File: config.mk
export PLATFORM = sky130hd
export DESIGN_NAME = shifter_pipe_flat
export DESIGN_NICKNAME = d
export VERILOG_FILES = /design/src/rtl/shifter_pkg.sv /design/src/rtl/shifter_if.sv /design/src/rtl/shifter_stage.sv /design/src/rtl/shifter_pipe.sv /design/src/flat_wrapper.sv
export SDC_FILE = /design/constraint.sdc
export NUM_CORES = 1
export LEC_CHECK = 0
export BUFFER_PORTS_ARGS = -buffer_cell sky130_fd_sc_hd__buf_2
export CORE_MARGIN = 1
export CORE_UTILIZATION = 50
export DETAILED_ROUTE_END_ITERATION = 8
export HOLD_SLACK_MARGIN = 0.1
export PLACE_DENSITY = 0.73
export SLEW_MARGIN = 20
export SYNTH_ARGS = -nofsm -noshare
export SYNTH_HDL_FRONTEND = slang
export SYNTH_HIERARCHICAL = 1
export SYNTH_SLANG_ARGS = --single-unit
export TNS_END_PERCENT = 5
File: constraint.sdc
create_clock -name clk -period 2.3 [get_ports clk]
set_input_delay 0.345 -clock clk [delete_from_list [all_inputs] [get_ports clk]]
set_output_delay 0.345 -clock clk [all_outputs]
set_load 0.02 [all_outputs]
File: src/rtl/shifter_pkg.sv
// shifter_pkg: op encodings and the per-stage split of shifter layers
package shifter_pkg;

    typedef enum logic [2:0] {
        OP_SLL = 3'b000,
        OP_SRL = 3'b001,
        OP_SRA = 3'b011,
        OP_ROL = 3'b100,
        OP_ROR = 3'b101
    } op_e;

    // Earlier stages absorb the remainder when lg does not divide evenly
    function automatic int layer_count(int lg, int stages, int s);
        return lg / stages + ((s < lg % stages) ? 1 : 0);
    endfunction

    function automatic int layer_first(int lg, int stages, int s);
        int f = 0;
        for (int i = 0; i < s; i++) f += layer_count(lg, stages, i);
        return f;
    endfunction

endpackage

File: src/rtl/shifter_if.sv
// shifter_if: request/response handshake bundle for shifter_pipe
interface shifter_if #(
    parameter int XLEN  = 32,
    parameter int TAG_W = 5
);
    logic             in_valid;
    logic             in_ready;
    logic [2:0]       op;
    logic [XLEN-1:0]  operand_a;
    logic [XLEN-1:0]  operand_b;
    logic [TAG_W-1:0] tag_in;
    logic             out_valid;
    logic             out_ready;
    logic [XLEN-1:0]  result;
    logic [TAG_W-1:0] tag_out;

    modport master (
        output in_valid, op, operand_a, operand_b, tag_in, out_ready,
        input  in_ready, out_valid, result, tag_out
    );

    modport slave (
        input  in_valid, op, operand_a, operand_b, tag_in, out_ready,
        output in_ready, out_valid, result, tag_out
    );
endinterface

File: src/rtl/shifter_stage.sv
// shifter_stage: COUNT right-shift/rotate layers starting at layer FIRST, then an enabled pipeline register
module shifter_stage
    import shifter_pkg::*;
#(
    parameter int XLEN  = 32,
    parameter int TAG_W = 5,
    parameter int LG    = $clog2(XLEN),
    parameter int FIRST = 0,
    parameter int COUNT = 1
) (
    input  logic             clk,
    input  logic             rst,
    input  logic             en,
    input  logic             valid,
    input  logic [XLEN-1:0]  data,
    input  logic             fill,
    input  logic [LG-1:0]    sh,
    input  logic [2:0]       op,
    input  logic [TAG_W-1:0] tag,
    output logic             valid_q,
    output logic [XLEN-1:0]  data_q,
    output logic             fill_q,
    output logic [LG-1:0]    sh_q,
    output logic [2:0]       op_q,
    output logic [TAG_W-1:0] tag_q
);
    logic            rot;
    logic [XLEN-1:0] d [COUNT+1];

    assign rot  = op == OP_ROL || op == OP_ROR;
    assign d[0] = data;

    // Layer order is MSB first: layer index j shifts by 2^(LG-1-j)
    for (genvar g = 0; g < COUNT; g++) begin : g_layer
        localparam int K = LG - 1 - FIRST - g;
        localparam int A = 1 << K;
        assign d[g+1] = !sh[K] ? d[g] :
                        rot    ? {d[g][A-1:0], d[g][XLEN-1:A]} :
                                 {{A{fill}}, d[g][XLEN-1:A]};
    end

    always_ff @(posedge clk) begin
        if (rst) begin
            valid_q <= 1'b0;
            data_q  <= '0;
            fill_q  <= 1'b0;
            sh_q    <= '0;
            op_q    <= '0;
            tag_q   <= '0;
        end else if (en) begin
            valid_q <= valid;
            data_q  <= d[COUNT];
            fill_q  <= fill;
            sh_q    <= sh;
            op_q    <= op;
            tag_q   <= tag;
        end
    end
endmodule

File: src/rtl/shifter_pipe.sv
// shifter_pipe: pipelined barrel shifter; left ops run as bit-reversed right shifts
module shifter_pipe
    import shifter_pkg::*;
#(
    parameter int XLEN   = 32,
    parameter int STAGES = 2,
    parameter int TAG_W  = 5
) (
    input  logic     clk,
    input  logic     rst,
    shifter_if.slave bus
);
    localparam int LG = $clog2(XLEN);

    logic                        en;
    logic                        legal;
    logic                        left_in;
    logic                        left_out;
    logic [XLEN-1:0]             a_rev;
    logic [XLEN-1:0]             d_rev;
    logic                        unused_b;
    logic [STAGES:0]             v;
    logic [STAGES:0]             f;
    logic [STAGES:0][XLEN-1:0]   d;
    logic [STAGES:0][LG-1:0]     sh;
    logic [STAGES:0][2:0]        op;
    logic [STAGES:0][TAG_W-1:0]  tg;

    assign en           = ~v[STAGES] | bus.out_ready;
    assign bus.in_ready = en;

    // Reserved ops travel with a zero shift so they pass operand_a through
    assign legal   = bus.op inside {OP_SLL, OP_SRL, OP_SRA, OP_ROL, OP_ROR};
    assign left_in = bus.op == OP_SLL || bus.op == OP_ROL;
    assign a_rev   = {<<{bus.operand_a}};

    assign v[0]  = bus.in_valid;
    assign d[0]  = left_in ? a_rev : bus.operand_a;
    assign f[0]  = bus.op == OP_SRA && bus.operand_a[XLEN-1];
    assign sh[0] = legal ? bus.operand_b[LG-1:0] : '0;
    assign op[0] = bus.op;
    assign tg[0] = bus.tag_in;

    for (genvar i = 0; i < STAGES; i++) begin : g_stage
        shifter_stage #(
            .XLEN  (XLEN),
            .TAG_W (TAG_W),
            .LG    (LG),
            .FIRST (layer_first(LG, STAGES, i)),
            .COUNT (layer_count(LG, STAGES, i))
        ) u_stage (
            .clk     (clk),
            .rst     (rst),
            .en      (en),
            .valid   (v[i]),
            .data    (d[i]),
            .fill    (f[i]),
            .sh      (sh[i]),
            .op      (op[i]),
            .tag     (tg[i]),
            .valid_q (v[i+1]),
            .data_q  (d[i+1]),
            .fill_q  (f[i+1]),
            .sh_q    (sh[i+1]),
            .op_q    (op[i+1]),
            .tag_q   (tg[i+1])
        );
    end

    assign left_out      = op[STAGES] == OP_SLL || op[STAGES] == OP_ROL;
    assign d_rev         = {<<{d[STAGES]}};
    assign bus.result    = left_out ? d_rev : d[STAGES];
    assign bus.tag_out   = tg[STAGES];
    assign bus.out_valid = v[STAGES];
    assign unused_b      = ^{bus.operand_b[XLEN-1:LG], sh[STAGES], f[STAGES]};
endmodule
File: src/flat_wrapper.sv
// flat-port wrapper written by rule: the top's interface ports become plain ports
module shifter_pipe_flat import shifter_pkg::*;
#(
    parameter int XLEN   = 32,
    parameter int STAGES = 2,
    parameter int TAG_W  = 5
)
  (clk, rst, bus_in_valid, bus_op, bus_operand_a, bus_operand_b, bus_tag_in, bus_out_ready, bus_in_ready, bus_out_valid, bus_result, bus_tag_out);
  shifter_if #(.XLEN(XLEN), .TAG_W(TAG_W)) bus_i ();
  input  logic clk;
  input  logic rst;
  input wire logic [$bits(bus_i.in_valid)-1:0] bus_in_valid;
  input wire logic [$bits(bus_i.op)-1:0] bus_op;
  input wire logic [$bits(bus_i.operand_a)-1:0] bus_operand_a;
  input wire logic [$bits(bus_i.operand_b)-1:0] bus_operand_b;
  input wire logic [$bits(bus_i.tag_in)-1:0] bus_tag_in;
  input wire logic [$bits(bus_i.out_ready)-1:0] bus_out_ready;
  output wire logic [$bits(bus_i.in_ready)-1:0] bus_in_ready;
  output wire logic [$bits(bus_i.out_valid)-1:0] bus_out_valid;
  output wire logic [$bits(bus_i.result)-1:0] bus_result;
  output wire logic [$bits(bus_i.tag_out)-1:0] bus_tag_out;
  assign bus_i.in_valid = bus_in_valid;
  assign bus_i.op = bus_op;
  assign bus_i.operand_a = bus_operand_a;
  assign bus_i.operand_b = bus_operand_b;
  assign bus_i.tag_in = bus_tag_in;
  assign bus_i.out_ready = bus_out_ready;
  assign bus_in_ready = bus_i.in_ready;
  assign bus_out_valid = bus_i.out_valid;
  assign bus_result = bus_i.result;
  assign bus_tag_out = bus_i.tag_out;
  shifter_pipe #(.XLEN(XLEN), .STAGES(STAGES), .TAG_W(TAG_W)) u_core (.clk(clk), .rst(rst), .bus(bus_i));
endmodule
==> results of run 1 <==
[layout by cell type (no fill, tap or decap), drive strengths merged, types with 2 or more instances in the layout]
| cell | n |
|---|---|
| buf | 149 |
| nor2 | 86 |
| dfxtp | 84 |
| mux2i | 70 |
| mux2 | 65 |
| mux4 | 33 |
| o21ai | 29 |
| o221ai | 16 |
| o32a | 12 |
| a211oi | 12 |
| or3b | 12 |
| nor2b | 11 |
| nand4bb | 10 |
| a21boi | 10 |
| clkbuf | 9 |
| nand2b | 9 |
| o22a | 8 |
| a2111oi | 7 |
| or4bb | 6 |
| o21bai | 6 |
| a221oi | 6 |
| nand2 | 5 |
| clkinv | 5 |
| o21a | 4 |
| o211ai | 3 |
| a21oi | 3 |
| and2 | 3 |
| a31o | 3 |
| or2 | 2 |
| and3 | 2 |
| o211a | 2 |
| a311oi | 2 |
[metal layers]
| metal | GRT usage | share of wire |
|---|---|---|
| met1 | 0.3387 | 0.47 |
| met2 | 0.4251 | 0.48 |
| met3 | 0.03374 | 0.039 |
| met4 | 0.07193 | 0.011 |
| met5 | 0 | 0 |
[worst min-delay path, cell delays in order]
cell	delay [ns]
buf_2	0.07
mux2i_1	0.05
nor2_1	0.07
[stage by stage]
step	total power, mW	area, um2
2_1_floorplan	2.624	6150
3_3_place_gp	2.987	6987
3_5_place_dp	3.030	6987
4_1_cts	4.354	7264
5_1_grt	4.551	7264
6_report	4.346	7264
[cell type report]
| class | instances | area share |
|---|---|---|
| well taps | 147 | 0.02532 |
| clock buffers | 9 | 0.03100 |
| multi-input cells | 443 | 0.5704 |
| repair buffers | 149 | 0.1343 |
| flip-flops and latches | 84 | 0.2317 |
| clock inverters | 7 | 0.007234 |
[worst max path at each step]
stage,slack (ns),from,to,depth (start not counted)
floorplan,0.16,bus_op[2],u_core/g_stage[0].u_stage/data_q[30]$_SDFFE_PP0P_,6
global placement,0.02,bus_op[0],u_core/g_stage[0].u_stage/data_q[26]$_SDFFE_PP0P_,8
detailed placement,-0.04,bus_op[2],u_core/g_stage[0].u_stage/data_q[29]$_SDFFE_PP0P_,7
CTS,0.24,u_core/g_stage[1].u_stage/op_q[1]$_SDFFE_PP0P_,bus_result[5],4
global route,0.17,u_core/g_stage[1].u_stage/op_q[1]$_SDFFE_PP0P_,bus_result[13],4
finish,0.25,u_core/g_stage[1].u_stage/op_q[1]$_SDFFE_PP0P_,bus_result[13],4
[registers in the layout, indices dropped and copies added (netlist names)]
signal / cells
u_core/g_stage.u_stage/valid_q: 2
u_core/g_stage.u_stage/tag_q: 10
u_core/g_stage.u_stage/op_q: 5
u_core/g_stage.u_stage/fill_q: 1
u_core/g_stage.u_stage/data_q: 64
u_core/g_stage.u_stage/sh_q: 2
[power groups by stage]
stage | Sequential (mW) | Clock [mW] | Combinational [mW]
finish | 1.73 | 1.34 | 1.28
global route | 1.75 | 1.42 | 1.38
CTS | 1.73 | 1.35 | 1.28
detailed placement | 1.76 | 0 | 1.27
global placement | 1.75 | 0 | 1.24
floorplan | 1.70 | 0 | 0.920
==> impl_metrics.toml, run 1 <==
[routing]
wire_per_inst_um = 18.19
route.final.wire_length_mm = 15.27
vias = 5078
drc = 0
drtAntennaViolNets = 0
viasPerCell = 6.052
first_pass_iters = 5
drt_iter0_drc = 351

[worst_setup_path]
reg2reg_from = "u_core/g_stage[1].u_stage/valid_q$_SDFFE_PP0P_"
start_kind = "register"
cp_num_buf_inv = 2
crit_chain = "nor2_2, buf_4, mux2_2, buf_2"
endpoint_kind = "output pin"
crit_family = "buffers and inverters"
regToRegSetupSlack_ns = 0.44
worstPathArrival_ns = 1.71
worst-path-max-fanout = 32
cpPeakStageDelay_ns = 0.38
required_ns = 1.96
worstRegToRegCells = 4
critPathKind = "reg -> out"
crit_path_top_delay_cell = "mux2_2"
reg2reg_to = "u_core/g_stage[0].u_stage/data_q[26]$_SDFFE_PP0P_"

[floorplan]
rows = 40
pin_count = 115
coreArea_um2 = 12010
die_w_um = 112.9
die_h_um = 112.9
die-area_um2 = 12750
start_util = 0.5120

[finish]
multiInputGateArea_um2 = 4144
seq_area_um2 = 1683
layout.nets = 763
utilization = 0.6048
layout.cells.non_filler = 839
antennaDiodeCount = 0
n_fill_cell = 1019
syn_to_final_growth_pct = 18.13
final_layout_size_suffix_gt1_frac = 0.4147

[clock_network]
htreeDepth = 3
clock_latency_ns = 0.35
cts_setup_buffers = 0
cts_root_buf = "clkbuf_16"
cts_buffer_depth = 2
post_cts_resized = 0
cts_hold_buffers = 0
cts_tree = "built"
clkSinkCount = 84
cts_buffers = 9
clkTransAtPathRegs_ns = 0.07

[pwr]
vdd_drop_max_mv = 0.3943
p_int_mw = 2.980
p_switching_mw = 1.366
power.leakage_nw = 3.272
powerDensity_nw_per_um2 = 598.2
power.share.clock = 0.307
switching_share = 0.3143
seq_power_share = 0.399
pwr-share-comb = 0.294

[timing]
worst_pin_slew_ns = 0.7553
skew_ns = 0.009140
period_minus_slack_ns = 2.054
rsz0062_at_grt = "no"
final_max_slew_viol_count = 0
setup_viol_count_final = 0
finalHoldViolCount = 0
slew-limit-headroom = 0.4931
tns_ns = 0
finalCritPeriodShare = 0.8930
clock.fmax_mhz = 486.9
final.setup.worst_slack_ns = 0.2460
whs_ns = 0.2312

[placement]
pre_cts_ws_ns = -0.04083
hpwl_mm = 11.64
gp_congestion = 0.8685
port_buffers = 87
dpl.cell_count = 823

[global_routing]
grt_pass1_wl_mm = 25.47
antenna_found_initial = 0
grt.overflow.total = 0
grt_pass1_vias = 4923
grt_usage = 0.2518
grt_max_degree = 45

[logic_synthesis]
synth_cells = 588
synth_area_um2 = 6150
synth_fp_nets = 664
yosysWarnings = 6
avgSynthCellArea_um2 = 10.46

[worst_hold_path]
hold_path_class = "in -> reg"
min_from = "bus_tag_in[1]"
hold_end = "u_core/g_stage[0].u_stage/tag_q[1]$_SDFFE_PP0P_"
hold_depth = 3

[run]
cap_viol_max_count = 0

[outcome]
outcome = "complete, no violations"
(Power assumes the default switching activity.)
==> inputs of run 2 (changes only) <==
==> constraint.sdc (replaced) <==
create_clock -name clk -period 2.3 [get_ports clk]
set_input_delay 0.46 -clock clk [delete_from_list [all_inputs] [get_ports clk]]
set_output_delay 0.46 -clock clk [all_outputs]
set_load 0.02 [all_outputs]
==> impl_metrics.toml, run 2 (synthesized netlist as in run 1, its figures left out) <==
[outcome]
outcome = "complete, no violations"

[finish]
n_fill_cell = 1000
utilization = 0.6127
final_layout_size_suffix_gt1_frac = 0.4233
mostFrequentLayoutCells = "buf_2 (87), nor2_1 (84), dfxtp_1 (83)"
final_common_cell = "buf_2"
syn_to_final_growth_pct = 19.67
layout.nets = 775
largestRegisters = "u_core/g_stage.u_stage/data_q: 64 flops, u_core/g_stage.u_stage/tag_q: 10 flops, u_core/g_stage.u_stage/op_q: 5 flops"
largest_reg_flops = 64
antennaDiodeCount = 0
largest-register = "u_core/g_stage.u_stage/data_q"

[global_routing]
grt.busiest_layer = "met2"
grt.overflow.total = 0
grt_max_degree = 67
grt_pass1_vias = 4813
grt_pass1_wl_mm = 24.85
met1_usage = 0.3351
antenna_found_initial = 0
grt_use_met2 = 0.4148
grtUsageMet3 = 0.03160
grt_usage = 0.2442

[routing]
first_pass_iters = 5
drt_iter0_drc = 309
wire_per_inst_um = 17.95
viasPerCell = 6.048
drc = 0
route.final.wire_length_mm = 15.28
vias = 5147
drtAntennaViolNets = 0

[clock_network]
clkSinkCount = 84
cts_root_buf = "clkbuf_16"
cts_buffer_depth = 2
htreeDepth = 3
clock_latency_ns = 0.34
post_cts_resized = 0
cts_tree = "built"
clkTransAtPathRegs_ns = 0.07
cts_setup_buffers = 0
cts_hold_buffers = 0
cts_buffers = 9

[timing]
final_max_slew_viol_count = 0
tns_ns = 0
setup_viol_count_final = 0
worst_pin_slew_ns = 0.6871
clock.fmax_mhz = 446.2
skew_ns = 0.01417
slew-limit-headroom = 0.5413
finalCritPeriodShare = 0.9744
rsz0062_at_grt = "no"
period_minus_slack_ns = 2.241
finalHoldViolCount = 0

[floorplan]
pin_count = 115
rows = 40
die_w_um = 112.9
die-area_um2 = 12750
start_util = 0.5120
die_h_um = 112.9
coreArea_um2 = 12010

[worst_setup_path]
critPathKind = "reg -> out"
worst-path-max-fanout = 32
crit_path_top_delay_cell = "mux2_2"
start_kind = "register"
required_ns = 1.84
crit_chain = "nor2_2, buf_4, mux2_2, buf_2"
cp_num_buf_inv = 2
endpoint_kind = "output pin"
worstPathArrival_ns = 1.78
crit_family = "buffers and inverters"
cpPeakStageDelay_ns = 0.40

[placement]
port_buffers = 87
hpwl_mm = 11.44
gp_congestion = 0.8217

[worst_hold_path]
hold_path_class = "in -> reg"

[pwr]
power.leakage_nw = 3.325
power.share.clock = 0.300
switching_share = 0.3095
vdd_drop_max_mv = 0.4522
total_power_mw = 4.336
seq_power_share = 0.399
powerDensity_nw_per_um2 = 589.1
p_int_mw = 2.994
p_switching_mw = 1.342
pwr-share-comb = 0.300

[run]
cap_viol_max_count = 0
run 2: metal layers:
metal  wire, um  vias up
li1           -     2492
met1       7303     2489
met2       7243      155
met3        604       11
met4        125        0
met5          0        -
run 2: metrics by stage:
stage	hold slack, ns	std cells	setup WS (ns)	cell area (um2)
floorplan	0.4520	588	0.04292	6150
global placement	0.4676	835	-0.06816	7089
detailed placement	0.4837	835	-0.08211	7089
CTS	0.3490	851	0.06070	7360
global route	0.3572	851	0.004115	7360
finish	0.3517	851	0.05882	7360
run 2: path summary, 6_finish.rpt:
check	start	end	slack (ns)	cells after the start
worst max register to register	u_core/g_stage[0].u_stage/sh_q[1]$_SDFFE_PP0P_	u_core/g_stage[1].u_stage/data_q[24]$_SDFFE_PP0P_	0.57	3
worst max-delay path	u_core/g_stage[1].u_stage/op_q[1]$_SDFFE_PP0P_	bus_result[9]	0.06	4
worst min register to register	u_core/g_stage[0].u_stage/op_q[2]$_SDFFE_PP0P_	u_core/g_stage[0].u_stage/op_q[2]$_SDFFE_PP0P_	0.50	2
worst min-delay path	bus_tag_in[0]	u_core/g_stage[0].u_stage/tag_q[0]$_SDFFE_PP0P_	0.35	3
run 2: layout make-up:
| type | instances | area (um2) | area share |
|---|---|---|---|
| multi-input combinational | 443 | 4144 | 0.5631 |
| clock inverter | 6 | 41.29 | 0.005610 |
| sequential | 84 | 1683 | 0.2287 |
| clock buffer | 10 | 229.0 | 0.03111 |
| timing repair buffer | 161 | 1079 | 0.1465 |
| tap | 147 | 183.9 | 0.02499 |
run 2: power groups by stage:
stage                     Clock, mW  Combinational, mW  Sequential (mW)
after global routing           1.38               1.40             1.75
after global placement            0               1.26             1.75
after floorplan                   0              0.920             1.70
after detailed placement          0               1.29             1.76
final                          1.30               1.30             1.73
after CTS                      1.32               1.30             1.73
run 2: worst reg2reg max path, delay by kind of cell, from the launching register on:
family           cells  cell delay [ns]
muxes                2             0.77
DFF                  1             0.76
and+or+nand+nor      1             0.06
==> inputs of run 3 (changes only) <==
--- a/config.mk
+++ b/config.mk
@@ -5,12 +5,12 @@
 export SDC_FILE = /design/constraint.sdc
 export NUM_CORES = 1
 export LEC_CHECK = 0
-export BUFFER_PORTS_ARGS = -buffer_cell sky130_fd_sc_hd__buf_2
+export ABC_AREA = 1
 export CORE_MARGIN = 1
 export CORE_UTILIZATION = 50
 export DETAILED_ROUTE_END_ITERATION = 8
+export DONT_BUFFER_PORTS = 1
 export HOLD_SLACK_MARGIN = 0.1
-export PLACE_DENSITY = 0.73
 export SLEW_MARGIN = 20
 export SYNTH_ARGS = -nofsm -noshare
 export SYNTH_HDL_FRONTEND = slang
==> impl_metrics.toml, run 3 <==
[placement]
dpl-instance-area_um2 = 6073
gp_congestion = 0.8668
port_buffers = 0
hpwl_mm = 11.90

[timing]
period_minus_slack_ns = 1.844
setup_viol_count_final = 0
clock.fmax_mhz = 542.3
finalHoldViolCount = 0
worst_pin_slew_ns = 1.048
slew-limit-headroom = 0.2969
final_max_slew_viol_count = 0
tns_ns = 0
finalCritPeriodShare = 0.8018
skew_ns = 0.005840
rsz0062_at_grt = "no"

[logic_synthesis]
synth_area_um2 = 6172
avgSynthCellArea_um2 = 5.591
synth_cells = 1104
synth_fp_nets = 1180
yosysWarnings = 6

[outcome]
outcome = "complete, no violations"

[finish]
layout.nets = 1141
fin_area_um2 = 6399
largest_reg_flops = 64
antennaDiodeCount = 0
final_layout_size_suffix_gt1_frac = 0.08131
largest-register = "u_core/g_stage.u_stage/data_q"
final_common_cell = "nand2_1"
syn_to_final_growth_pct = 3.669
mostFrequentLayoutCells = "nand2_1 (587), nand3_1 (116), dfxtp_1 (84)"
n_fill_cell = 1354
largestRegisters = "u_core/g_stage.u_stage/data_q: 64 flops, u_core/g_stage.u_stage/tag_q: 10 flops, u_core/g_stage.u_stage/op_q: 5 flops"

[worst_setup_path]
crit_path_frequent_cell = "nand2_1"
required_ns = 1.84
crit_path_top_delay_cell = "dfxtp_1"
cpPeakStageDelay_ns = 0.37
worstPathArrival_ns = 1.38
worstRegToRegCells = 6
worst-path-max-fanout = 32
endpoint_kind = "output pin"
crit_family = "flip-flops"
regToRegSetupSlack_ns = 0.53
cp_num_cells = 5
start_kind = "register"
cp_num_buf_inv = 2
critPathKind = "reg -> out"
crit_chain = "inv_2, nand2_1, buf_4, nand2_1, nand2_1"

[pwr]
vdd_drop_max_mv = 0.4487
power.leakage_nw = 3.568
powerDensity_nw_per_um2 = 671.5

[floorplan]
die_w_um = 113.1
start_util = 0.5139
rows = 40
coreArea_um2 = 12010
die-area_um2 = 12790
die_h_um = 113.1
pin_count = 115

[global_routing]
antenna_found_initial = 0
grt_pass1_vias = 5356
grt_usage = 0.2569
grt_max_degree = 40
grt.overflow.total = 0
grt_pass1_wl_mm = 26.33

[clock_network]
cts_buffer_depth = 2
clkTransAtPathRegs_ns = 0.07
clock_latency_ns = 0.34
clkSinkCount = 84
htreeDepth = 3
cts_root_buf = "clkbuf_16"
cts_buffers = 9
post_cts_resized = 0
cts_hold_buffers = 0
cts_tree = "built"
cts_setup_buffers = 0

[routing]
wire_per_inst_um = 13.06
viasPerCell = 5.073
first_pass_iters = 5
drt_iter0_drc = 441
drtAntennaViolNets = 0
route.final.wire_length_mm = 15.89
vias = 6174
drc = 0

[worst_hold_path]
hold_depth = 1
hold_path_class = "in -> reg"

[run]
cap_viol_max_count = 0
-- run 3: cell count changes in the layout (fill, tap and decap cells not counted), sizes merged, moves of 16 or more --
cell / before / now
or2: 2 / 24
nor2: 86 / 41
o221ai: 16 / 0
mux2: 65 / 0
buf: 161 / 20
mux4: 33 / 0
nand3: 1 / 127
nand2: 5 / 592
o21ai: 29 / 47
inv: 0 / 84
mux2i: 70 / 0
-- run 3: per-layer routing --
| metal | share of wire | vias up | track usage | wire, um |
|---|---|---|---|---|
| met4 | 0.0094 | 0 | 0.06228 | 149 |
| met5 | 0 | - | 0 | 0 |
| li1 | - | 3330 | - | - |
| met3 | 0.047 | 12 | 0.04231 | 744 |
| met1 | 0.51 | 2674 | 0.3688 | 8119 |
| met2 | 0.43 | 158 | 0.4004 | 6877 |
-- run 3: worst register-to-register path: cells and delay by family (launching register included) --
family | cells | cell delay [ns]
AO/OA/AOI/OAI | 1 | 0.12
buffers and inverters | 3 | 0.73
flip-flops | 1 | 0.46
AND/OR/NAND/NOR | 2 | 0.34
-- run 3: worst paths after layout --
kind,startpoint,end
worst max-delay path,u_core/g_stage[1].u_stage/op_q[0]$_SDFFE_PP0P_,bus_result[7]
worst max register to register,u_core/g_stage[1].u_stage/valid_q$_SDFFE_PP0P_,u_core/g_stage[1].u_stage/data_q[11]$_SDFFE_PP0P_
worst min register to register,u_core/g_stage[0].u_stage/tag_q[0]$_SDFFE_PP0P_,u_core/g_stage[1].u_stage/tag_q[0]$_SDFFE_PP0P_
worst min-delay path,rst,u_core/g_stage[0].u_stage/data_q[30]$_SDFFE_PP0P_
-- run 3: per-stage QoR --
stage               instances  worst slack, ns    util  hold slack, ns  power, mW
floorplan                1104           0.5757       -          0.4495      2.575
global placement         1201           0.2963  0.5056          0.4575      2.746
detailed placement       1201           0.2696  0.5056          0.4642      2.753
CTS                      1217           0.4317  0.5327          0.1649      4.335
global route             1217           0.3066  0.5327          0.1637      4.554
finish                   1217           0.4559  0.5327          0.1801      4.297
-- run 3: cell type report --
type / instances / area (um2) / share of cell area
multi-input cells: 866 / 3740 / 0.5845
flip-flops and latches: 84 / 1682 / 0.2628
inverters: 84 / 317.8 / 0.04967
clock buffers: 9 / 225.2 / 0.03520
well taps: 147 / 183.9 / 0.02874
repair buffers: 20 / 150.1 / 0.02346
clock inverters: 7 / 100.1 / 0.01564
-- run 3: where the power goes --
group          switching [mW]  internal (mW)
logic                   0.706          0.329
registers               0.109           1.58
clock network           0.615          0.956
total                    1.43           2.87
